`config.mk`:
```
export PLATFORM = sky130hd
export DESIGN_NAME = i2c_block_loader_flat
export DESIGN_NICKNAME = d
export VERILOG_FILES = /design/src/rtl/i2c_block_loader_if.sv /design/src/rtl/i2c_block_loader.sv /design/src/flat_wrapper.sv
export SDC_FILE = /design/constraint.sdc
export NUM_CORES = 1
export LEC_CHECK = 0
export ABC_AREA = 1
export BUFFER_PORTS_ARGS = -buffer_cell sky130_fd_sc_hd__buf_2
export CORE_MARGIN = 2
export CORE_UTILIZATION = 25
export DETAILED_ROUTE_END_ITERATION = 10
export GPL_TIMING_DRIVEN = 0
export MAX_ROUTING_LAYER = met4
export PLACE_DENSITY = 0.4
export SKIP_CTS_REPAIR_TIMING = 1
export SYNTH_ARGS = -nofsm -noshare
export SYNTH_HDL_FRONTEND = slang
export SYNTH_SLANG_ARGS = --single-unit
```
`constraint.sdc`:
```
create_clock -name clk -period 3.6 [get_ports clk]
set_clock_uncertainty 0.2 [all_clocks]
set_input_delay 0 -clock clk [delete_from_list [all_inputs] [get_ports clk]]
set_output_delay 0 -clock clk [all_outputs]
set_load 0.02 [all_outputs]
```
`src/rtl/i2c_block_loader_if.sv`:
```
// Bus between the I2C slave front end, the SRAM write port and the block loader.
// The master side drives the I2C event strobes; the slave side is the loader itself.
interface i2c_block_loader_if;
    logic        i2c_start;
    logic        i2c_rw;
    logic [7:0]  rx_byte;
    logic        rx_valid;
    logic        i2c_stop;
    logic [63:0] key1;
    logic [63:0] key2;
    logic        keys_valid;
    logic [15:0] sram_addr;
    logic [63:0] sram_wdata;
    logic        sram_write_en;
    logic        data_ready;
    logic [15:0] block_count;
    logic        overflow;
    logic        key_error;

    modport master (
        output i2c_start, i2c_rw, rx_byte, rx_valid, i2c_stop,
        input  key1, key2, keys_valid, sram_addr, sram_wdata, sram_write_en,
        input  data_ready, block_count, overflow, key_error
    );

    modport slave (
        input  i2c_start, i2c_rw, rx_byte, rx_valid, i2c_stop,
        output key1, key2, keys_valid, sram_addr, sram_wdata, sram_write_en,
        output data_ready, block_count, overflow, key_error
    );
endinterface

```
`src/rtl/i2c_block_loader.sv`:
```
// Captures key1/key2 from the first 16 bytes of an I2C write, then packs the remaining bytes
// MSB-first into 64-bit SRAM blocks and pulses data_ready when the transaction completes.
module i2c_block_loader #(
    parameter logic [15:0] BASE_ADDR  = 16'h0000,
    parameter logic [15:0] MAX_BLOCKS = 16'd1024
) (
    input logic               clk,
    input logic               n_rst,
    i2c_block_loader_if.slave bus
);
    typedef enum logic [2:0] {StIdle, StKey1, StKey2, StData, StFlush, StDone} state_e;

    state_e      state_q, state_d;
    logic [2:0]  byte_cnt_q, byte_cnt_d;
    logic [63:0] acc_q, acc_d, acc_next;
    logic [63:0] key1_q, key1_d;
    logic [63:0] key2_q, key2_d;
    logic        keys_valid_q, keys_valid_d;
    logic [15:0] sram_addr_q, sram_addr_d;
    logic [63:0] sram_wdata_q, sram_wdata_d;
    logic        sram_we_q, sram_we_d;
    logic        data_ready_q, data_ready_d;
    logic [15:0] block_count_q, block_count_d;
    logic        overflow_q, overflow_d;
    logic        key_error_q, key_error_d;
    logic        full;

    assign full = (block_count_q == MAX_BLOCKS);

    // Starting a group clears the accumulator, so a flushed partial block is zero-padded.
    always_comb begin
        acc_next = (byte_cnt_q == 3'd0) ? 64'd0 : acc_q;
        acc_next[{~byte_cnt_q, 3'b000} +: 8] = bus.rx_byte;
    end

    always_comb begin
        state_d       = state_q;
        byte_cnt_d    = byte_cnt_q;
        acc_d         = acc_q;
        key1_d        = key1_q;
        key2_d        = key2_q;
        keys_valid_d  = keys_valid_q;
        sram_addr_d   = sram_addr_q;
        sram_wdata_d  = sram_wdata_q;
        sram_we_d     = 1'b0;
        data_ready_d  = 1'b0;
        block_count_d = block_count_q;
        overflow_d    = overflow_q;
        key_error_d   = 1'b0;

        unique case (state_q)
            StIdle: begin
                if (bus.i2c_start && !bus.i2c_rw) begin
                    state_d       = StKey1;
                    byte_cnt_d    = 3'd0;
                    block_count_d = 16'd0;
                    overflow_d    = 1'b0;
                    keys_valid_d  = 1'b0;
                end
            end

            StKey1, StKey2, StData: begin
                if (bus.i2c_start) begin
                    // Abort: any partially assembled block is dropped.
                    byte_cnt_d = 3'd0;
                    if (bus.i2c_rw) begin
                        state_d = StIdle;
                    end else begin
                        state_d       = StKey1;
                        block_count_d = 16'd0;
                        overflow_d    = 1'b0;
                        keys_valid_d  = 1'b0;
                    end
                end else begin
                    if (bus.rx_valid) begin
                        if (state_q == StData && full) begin
                            overflow_d = 1'b1;
                        end else begin
                            acc_d      = acc_next;
                            byte_cnt_d = byte_cnt_q + 3'd1;
                            if (byte_cnt_q == 3'd7) begin
                                if (state_q == StKey1) begin
                                    key1_d  = acc_next;
                                    state_d = StKey2;
                                end else if (state_q == StKey2) begin
                                    key2_d       = acc_next;
                                    keys_valid_d = 1'b1;
                                    state_d      = StData;
                                end else begin
                                    sram_wdata_d  = acc_next;
                                    sram_addr_d   = BASE_ADDR + block_count_q;
                                    sram_we_d     = 1'b1;
                                    block_count_d = block_count_q + 16'd1;
                                end
                            end
                        end
                    end

                    // Stop is judged against the state reached after the coincident byte.
                    if (bus.i2c_stop) begin
                        if (state_d != StData) begin
                            key_error_d = 1'b1;
                            byte_cnt_d  = 3'd0;
                            state_d     = StIdle;
                        end else if (byte_cnt_d != 3'd0) begin
                            sram_wdata_d  = acc_d;
                            sram_addr_d   = BASE_ADDR + block_count_q;
                            sram_we_d     = 1'b1;
                            block_count_d = block_count_q + 16'd1;
                            state_d       = StFlush;
                        end else begin
                            data_ready_d = (block_count_d != 16'd0);
                            state_d      = StDone;
                        end
                    end
                end
            end

            StFlush: begin
                byte_cnt_d   = 3'd0;
                data_ready_d = (block_count_q != 16'd0);
                state_d      = StDone;
            end

            StDone: begin
                state_d = StIdle;
            end

            default: begin
                state_d = StIdle;
            end
        endcase
    end

    always_ff @(posedge clk or negedge n_rst) begin
        if (!n_rst) begin
            state_q       <= StIdle;
            byte_cnt_q    <= 3'd0;
            acc_q         <= 64'd0;
            key1_q        <= 64'd0;
            key2_q        <= 64'd0;
            keys_valid_q  <= 1'b0;
            sram_addr_q   <= 16'd0;
            sram_wdata_q  <= 64'd0;
            sram_we_q     <= 1'b0;
            data_ready_q  <= 1'b0;
            block_count_q <= 16'd0;
            overflow_q    <= 1'b0;
            key_error_q   <= 1'b0;
        end else begin
            state_q       <= state_d;
            byte_cnt_q    <= byte_cnt_d;
            acc_q         <= acc_d;
            key1_q        <= key1_d;
            key2_q        <= key2_d;
            keys_valid_q  <= keys_valid_d;
            sram_addr_q   <= sram_addr_d;
            sram_wdata_q  <= sram_wdata_d;
            sram_we_q     <= sram_we_d;
            data_ready_q  <= data_ready_d;
            block_count_q <= block_count_d;
            overflow_q    <= overflow_d;
            key_error_q   <= key_error_d;
        end
    end

    assign bus.key1          = key1_q;
    assign bus.key2          = key2_q;
    assign bus.keys_valid    = keys_valid_q;
    assign bus.sram_addr     = sram_addr_q;
    assign bus.sram_wdata    = sram_wdata_q;
    assign bus.sram_write_en = sram_we_q;
    assign bus.data_ready    = data_ready_q;
    assign bus.block_count   = block_count_q;
    assign bus.overflow      = overflow_q;
    assign bus.key_error     = key_error_q;
endmodule

```
`src/flat_wrapper.sv`:
```
// flat-port wrapper written by rule: the top's interface ports become plain ports
module i2c_block_loader_flat 
#(
    parameter logic [15:0] BASE_ADDR  = 16'h0000,
    parameter logic [15:0] MAX_BLOCKS = 16'd1024
)
  (clk, n_rst, bus_i2c_start, bus_i2c_rw, bus_rx_byte, bus_rx_valid, bus_i2c_stop, bus_key1, bus_key2, bus_keys_valid, bus_sram_addr, bus_sram_wdata, bus_sram_write_en, bus_data_ready, bus_block_count, bus_overflow, bus_key_error);
  i2c_block_loader_if bus_i ();
  input logic clk;
  input logic n_rst;
  input wire logic [$bits(bus_i.i2c_start)-1:0] bus_i2c_start;
  input wire logic [$bits(bus_i.i2c_rw)-1:0] bus_i2c_rw;
  input wire logic [$bits(bus_i.rx_byte)-1:0] bus_rx_byte;
  input wire logic [$bits(bus_i.rx_valid)-1:0] bus_rx_valid;
  input wire logic [$bits(bus_i.i2c_stop)-1:0] bus_i2c_stop;
  output wire logic [$bits(bus_i.key1)-1:0] bus_key1;
  output wire logic [$bits(bus_i.key2)-1:0] bus_key2;
  output wire logic [$bits(bus_i.keys_valid)-1:0] bus_keys_valid;
  output wire logic [$bits(bus_i.sram_addr)-1:0] bus_sram_addr;
  output wire logic [$bits(bus_i.sram_wdata)-1:0] bus_sram_wdata;
  output wire logic [$bits(bus_i.sram_write_en)-1:0] bus_sram_write_en;
  output wire logic [$bits(bus_i.data_ready)-1:0] bus_data_ready;
  output wire logic [$bits(bus_i.block_count)-1:0] bus_block_count;
  output wire logic [$bits(bus_i.overflow)-1:0] bus_overflow;
  output wire logic [$bits(bus_i.key_error)-1:0] bus_key_error;
  assign bus_i.i2c_start = bus_i2c_start;
  assign bus_i.i2c_rw = bus_i2c_rw;
  assign bus_i.rx_byte = bus_rx_byte;
  assign bus_i.rx_valid = bus_rx_valid;
  assign bus_i.i2c_stop = bus_i2c_stop;
  assign bus_key1 = bus_i.key1;
  assign bus_key2 = bus_i.key2;
  assign bus_keys_valid = bus_i.keys_valid;
  assign bus_sram_addr = bus_i.sram_addr;
  assign bus_sram_wdata = bus_i.sram_wdata;
  assign bus_sram_write_en = bus_i.sram_write_en;
  assign bus_data_ready = bus_i.data_ready;
  assign bus_block_count = bus_i.block_count;
  assign bus_overflow = bus_i.overflow;
  assign bus_key_error = bus_i.key_error;
  i2c_block_loader #(.BASE_ADDR(BASE_ADDR), .MAX_BLOCKS(MAX_BLOCKS)) u_core (.clk(clk), .n_rst(n_rst), .bus(bus_i));
endmodule
```
# Word level (Yosys, flattened, before mapping)
# Index checks and enable logic that the tools add are counted.
[totals]
ff_bits = 299
input_bits = 14
[op_classes]
reduce_logical = 18
shift = 2
mux = 89
n_eq_ne = 15
add_sub_neg = 3
bitwise = 4
[ops]
columns = ["op", "n"]
rows = [
  ["$mux 64", 11],
  ["$mux 16", 21],
  ["$bwmux 64", 1],
  ["$shift 8x8->64 const A", 1],
  ["$shiftx 8x8->64", 1],
  ["$mux 3", 19],
  ["$pmux 16 s2", 1],
  ["$reduce_bool 16->1", 2],
  ["$mux 1", 31],
  ["$pmux 3 s3", 2],
  ["$add 16x1->16 const B", 1],
  ["$eq 16x11->1 const B", 1],
  ["$ne 3x2->1 const B", 4],
  ["$ne 3x3->1 const B", 4],
  ["$neg 6->8", 1],
  ["$reduce_and 8->1", 1],
  ["$reduce_and 7->1", 1],
  ["$eq 3x2->1 const B", 2],
  ["$eq 3x3->1 const B", 2],
  ["$logic_not 3->1", 2],
  ["$pmux 1 s2", 3],
  ["$reduce_and 6->1", 1],
  ["$reduce_bool 3->1", 2],
  ["$reduce_and 5->1", 1],
  ["11 further kinds", 15],
]

# Longest topological paths before layout
[logic_depth]
depth_word = 14
ltp_mapped = 17

# Worst setup path after synthesis
# OpenSTA, ideal clock, no wires.
[synth_timing]
path_kind = "reg-to-reg"
startpoint = "reg u_core.byte_cnt_q[0]"
endpoint = "reg u_core.sram_wdata_q[6], in the netlist u_core.bus.sram_wdata[6]"
path_stages_with_launch = 12
slack_ns = 1.060
arrival_time_ns = 2.214
required_time_ns = 3.274
path_buffers = 1
cell_sequence = "dfrtp_1 ha_1 ha_1 inv_1 nand3_1 nor2_1 clkbuf_1 nor3_1 a21oi_1 a21boi_0 nor2_1 o21ai_0"
[synth_between]
elab_chain_len = 12
elab_cells_between_ends = 30
[synth_lines]
columns = ["element", "line_no", "source"]
rows = [
  ["from (decl)", "i2c_block_loader.sv:14", "logic [2:0] byte_cnt_q, byte_cnt_d;"],
  ["from (signal assigned)", "i2c_block_loader.sv:152", "byte_cnt_q <= byte_cnt_d;"],
  ["$not 3->3", "i2c_block_loader.sv:33", "acc_next[{~byte_cnt_q, 3'b000} +: 8] = bus.rx_byte;"],
  ["$neg 6->8", "i2c_block_loader.sv:33", ""],
  ["$shiftx 8x8->64 or $shift 8x8->64 (tied branches)", "i2c_block_loader.sv:33", ""],
  ["$bwmux 64", "i2c_block_loader.sv:33", ""],
  ["$mux 64", "i2c_block_loader.sv:85", "end else if (state_q == StKey2) begin"],
  ["$mux 64", "i2c_block_loader.sv:82", "if (state_q == StKey1) begin"],
  ["$mux 64", "i2c_block_loader.sv:81", "if (byte_cnt_q == 3'd7) begin"],
  ["$mux 64", "i2c_block_loader.sv:76", "if (state_q == StData && full) begin"],
  ["$mux 64", "i2c_block_loader.sv:75", "if (bus.rx_valid) begin"],
  ["$mux 64", "i2c_block_loader.sv:105", "end else if (byte_cnt_d != 3'd0) begin"],
  ["$mux 64", "i2c_block_loader.sv:101", "if (state_d != StData) begin"],
  ["$mux 64 *", "i2c_block_loader.sv:100", "if (bus.i2c_stop) begin"],
  ["to (signal assigned)", "i2c_block_loader.sv:158", "sram_wdata_q <= sram_wdata_d;"],
  ["to (decl)", "i2c_block_loader.sv:20", "logic [63:0] sram_wdata_q, sram_wdata_d;"],
]
# Mark *: on every way between the ends. The rest lies on a longest branch, timed or not. The select of a mux whose other input is x is not followed.
# A chain may end at the register's enable or synchronous reset.

# Worst setup path in the final report
[layout_timing]
startpoint = "reg u_core.byte_cnt_q[0]"
endpoint = "reg u_core.sram_wdata_q[57], in the netlist u_core.bus.sram_wdata[57]"
# Same word-level chain as after synthesis.

==> results <==
- The run finished with clean final reports.
- Data on the critical path arrives at its endpoint at 3.70 ns.
- After synthesis, the mean cell area works out to 7.59 um2.
- Sequential cells account for 36.8% of the total power.
- The number of nets handed over by synthesis was 2014.
- Net switching is 34.9% of the power.
- After the last flow step, the layout net total stands at 2318.
- The floorplan step set the die height to 250 um.
- The mux share of post-synthesis cell area is 0%.
- The later pin in the worst-skew pair is clocked with a latency of 0.57 ns.
- The number of hold violations in the final report came to 0.
- Entering global routing, the biggest net connects 103 pins.
- The first global-routing pass estimated 98.9 mm of wire.
- Global routing finished with a remaining overflow of 0.
- The critical path startpoint category is a flop.
- The library cells used most frequently in the layout, excluding fill and tap cells, are sky130_fd_sc_hd__nand2_1 (707), sky130_fd_sc_hd__o21ai_0 (336), sky130_fd_sc_hd__dfrtp_1 (299).
- Routability-driven placement finished with a final weighted congestion of 0.889.
- The path class of the tightest hold or removal check is in -> reg.
- The async set-or-reset flop fraction in the synthesized netlist is 100%.
- The number of distinct library cell variants in the gate-level netlist after synthesis is 34.
- Derived from the worst setup path, the maximum achievable clock frequency is 294 MHz.
- For this configuration, the core starts out at a cell density of 25.2%.
- After synthesis, the largest area contributor takes up 49.4% of total cell area.
- The largest total area in the synthesized netlist belongs to sky130_fd_sc_hd__dfrtp_1.
- The area growth from synthesis to layout is 25.9%.
- The synthesized netlist devotes 0.289% of its cell area to XOR and XNOR gates.
- The largest family of logic cells by synthesized area is simple AND/OR/NAND/NOR gates.
- For the finished layout, the period the worst path requires is 3.40 ns.
- The power dissipated by switching net loads is 3760 uW.
- The synthesized instance count is 1995.
- The reg2reg setup slack is 0.20 ns.
- Setup violations remaining at the end of the flow were counted as 0.
- Walking the worst path, the cells encountered are inv_1 > ha_1 > nand2_1 > clkbuf_1 > clkbuf_1 > nand3_1 > o21ai_0 > inv_1 > o21ai_0 > o211ai_1 > nand2_1.
- The post-layout worst setup margin is 0.201 ns.
- Per report_power, the clock group accounts for 40.9% of the total.
- The root buffer cell is sky130_fd_sc_hd__clkbuf_16.
- Yosys printed 0 warnings.
- The number of synthesized flops with an enable pin is 0.
- The maximum vdd drop is 0.298 mV.
- The internal power of the cells totals 7000 uW.
- In this run the core area contains 90 standard-cell rows.
- The number of search-and-repair iterations in the first detailed-routing pass is 5.
- The routed layout has 15200 vias.
- The largest individual stage delay along the critical path comes from the cell sky130_fd_sc_hd__clkbuf_1.
- The CTS tree is done.
- The HPWL after detailed placement is 49.1 mm.
- The layout has 6600 filler cells.
- The compound-cell area share of the yosys netlist is 16.8%.
- Setup repair after global routing left no endpoint under its margin.
- In this run, synthesis produced a sequential element count of 299.
- The register clock-pin slew on the reported worst setup and hold paths is 0.06 ns.
- The via count of the first global-routing pass is 14800.
- The total count of max-transition violations in the final report is 0.
- Together, buffers and inverters on the worst path number 4.
- The final design instance area without fill is 0.0191 mm2.
- The total wirelength of the detailed-routed design is 66.9 mm.
- Before CTS, the worst setup slack after placement is -0.335 ns.
- For the worst setup path, the data required time is 3.90 ns.
- The post-route antenna net violation count is 0.
- The post-synthesis instance area is 0.0151 mm2.
- Summing the areas of all fa, ha and maj instances in the mapped netlist gives 0.413% of the synthesized area.
- The remaining design rule violation count is 0.
- The number of antenna violations at the first check in global routing is 2.
- The tree built by TritonCTS fans out to 299 sinks.
- In this run, the combinational gates consume 22.3% of the power.
- The power per unit of standard cell area is 565 mW/mm2.
- Global routing consumed, over all layers together, 21.8% of the routing resources.
- The worst setup path is captured at a flop.
- The synthesized-area fraction occupied by and/or/nand/nor cells is 25.6%.
- The starting DRC count in detailed routing is 1080.
- The worst-margin pin slew is 0.856 ns.
- No sink is reached through more buffers than the 3 on the longest clock path.
- The clock buffer count from CTS is 40.
- The startpoint-to-endpoint class of the critical path is reg -> reg.
- The top flip-flop cell by instance count after synthesis is sky130_fd_sc_hd__dfrtp_1.
- The leakage power figure is 0.00947 uW.
- The number of max-capacitance violations reported is 0.
- The sequential cell area fraction in the yosys report is 49.4%.
- The headroom to the max-slew limit is 42.9%.
- The part of the cycle the worst path needs is 94.4%.
- In the final routed layout, each cell accounts on average for 21.5 um.
- The placed instances occupy a cell area of 0.0174 mm2.
- Cells with a size suffix above 1 make up 16.5% of the layout.
- 243 I/O pins were placed.
- The mean number of vias per cell is 4.90.
- The floorplan step defined a core boundary enclosing 0.0601 mm2.
- The most common library cell in the layout ignoring fill and taps is sky130_fd_sc_hd__nand2_1.
- In this run the worst path has a maximum fanout of 10.
- The count of buffers added on input and output ports is 242.
- The kind of cell adding the most delay to the critical path is buffers and inverters.
- In this run the number of H-tree levels came out at 2.
- Yosys attributes the largest share of cell area to sky130_fd_sc_hd__dfrtp_1 (49%), sky130_fd_sc_hd__nand2_1 (18%), sky130_fd_sc_hd__o21ai_0 (11%).
- The largest single stage delay on the critical path is 0.61 ns.
- The die is 250 um wide.
- The die covers 0.0626 mm2.
state kept, by name (all words and copies together) (netlist names):
signal                    count
u_core.bus.key_error          1
u_core.state_q                3
u_core.bus.data_ready         1
u_core.byte_cnt_q             3
u_core.bus.block_count       16
u_core.bus.overflow           1
u_core.bus.sram_addr         16
u_core.bus.key1              64
u_core.bus.key2              64
u_core.bus.sram_write_en      1
u_core.bus.sram_wdata        64
u_core.acc_q                 64
u_core.bus.keys_valid         1
through the flow:
step                 TNS, ns  utilization (%)  instances  power, uW  hold slack, ns
global placement    -1223.67             28.8       3019       6350           0.156
finish                     0             31.7       3112      10800           0.157
CTS                    -6.24             31.3       3093      10900          -0.660
detailed placement     -5.85             28.9       3021       6390         -0.0576
global route               0             31.7       3111      11300           0.148
floorplan                  0                -       1995       5340          -0.496
worst reg2reg max path: cells and delay by family (launching register included):
kind	cells	cell delay, ns
flip-flops	1	0.44
AND/OR/NAND/NOR	3	0.37
adder cells (fa/ha/maj)	1	0.22
buffers and inverters	4	1.50
AO/OA/AOI/OAI	3	0.61
cell type report:
| type | instances | area, um2 | area share [%] |
|---|---|---|---|
| Sequential cell | 299 | 7480 | 39.3 |
| Timing Repair Buffer | 262 | 1460 | 7.67 |
| Buffer | 133 | 638 | 3.35 |
| Multi-Input combinational cell | 1430 | 6560 | 34.4 |
| Tap cell | 782 | 978 | 5.13 |
| Clock inverter | 16 | 251 | 1.32 |
| Clock buffer | 56 | 1190 | 6.26 |
| Inverter | 133 | 499 | 2.62 |
| Antenna cell | 1 | 2.50 | 0.0131 |
cells in the mapped netlist, drive strengths merged, types with 2 or more instances:
master and instances:
nand2 711, o21ai 354, dfrtp 299, nand3 137, inv 133, clkbuf 83, nor2 75, o211ai 52
buf 50, a21oi 20, nor3 16, nand4 13, o22ai 13, a32oi 10, a21boi 9, ha 5
xor2 5, a31oi 4, or2 2
power by group through the flow:
| stage | sequential [uW] | clock [uW] | combinational (uW) |
|---|---|---|---|
| final | 3960 | 4410 | 2400 |
| after global routing | 4000 | 4660 | 2670 |
| after CTS | 3950 | 4540 | 2390 |
| after detailed placement | 4010 | 0 | 2380 |
| after global placement | 4000 | 0 | 2350 |
| after floorplan | 4020 | 0 | 1320 |
cell families (layout without fill, tap and decap cells):
kind of cell | Yosys count | in the layout
fa+ha+maj | 5 | 5
compound gates | 464 | 464
flops | 299 | 299
other cells | 0 | 1
simple gates | 956 | 956
xor+xnor | 5 | 5
buf+inv | 266 | 600
per-layer routing:
metal / GRT usage, % / wire, um / share of wire (%) / vias up
met5: - / 0 / 0 / -
met4: 7.82 / 2450 / 3.7 / 0
met3: 3.99 / 4120 / 6.2 / 105
met2: 34.4 / 31100 / 46 / 524
met1: 27.9 / 29300 / 44 / 7418
li1: - / - / - / 7196
worst paths after layout:
path / from / endpoint / depth (start not counted)
worst max-delay path: u_core.byte_cnt_q[0] / u_core.bus.sram_wdata[57] / 11
worst min-delay path: bus_i2c_stop / u_core.state_q[2] / 4
worst max register to register: u_core.byte_cnt_q[0] / u_core.bus.sram_wdata[57] / 11
worst min register to register: u_core.bus.key1[28] / u_core.bus.key1[28] / 2
max in group asynchronous: n_rst / u_core.bus.sram_addr[3] / 5
min in group asynchronous: n_rst / u_core.bus.key1[12] / 3
Note: power is estimated with default switching activity, not from simulation.
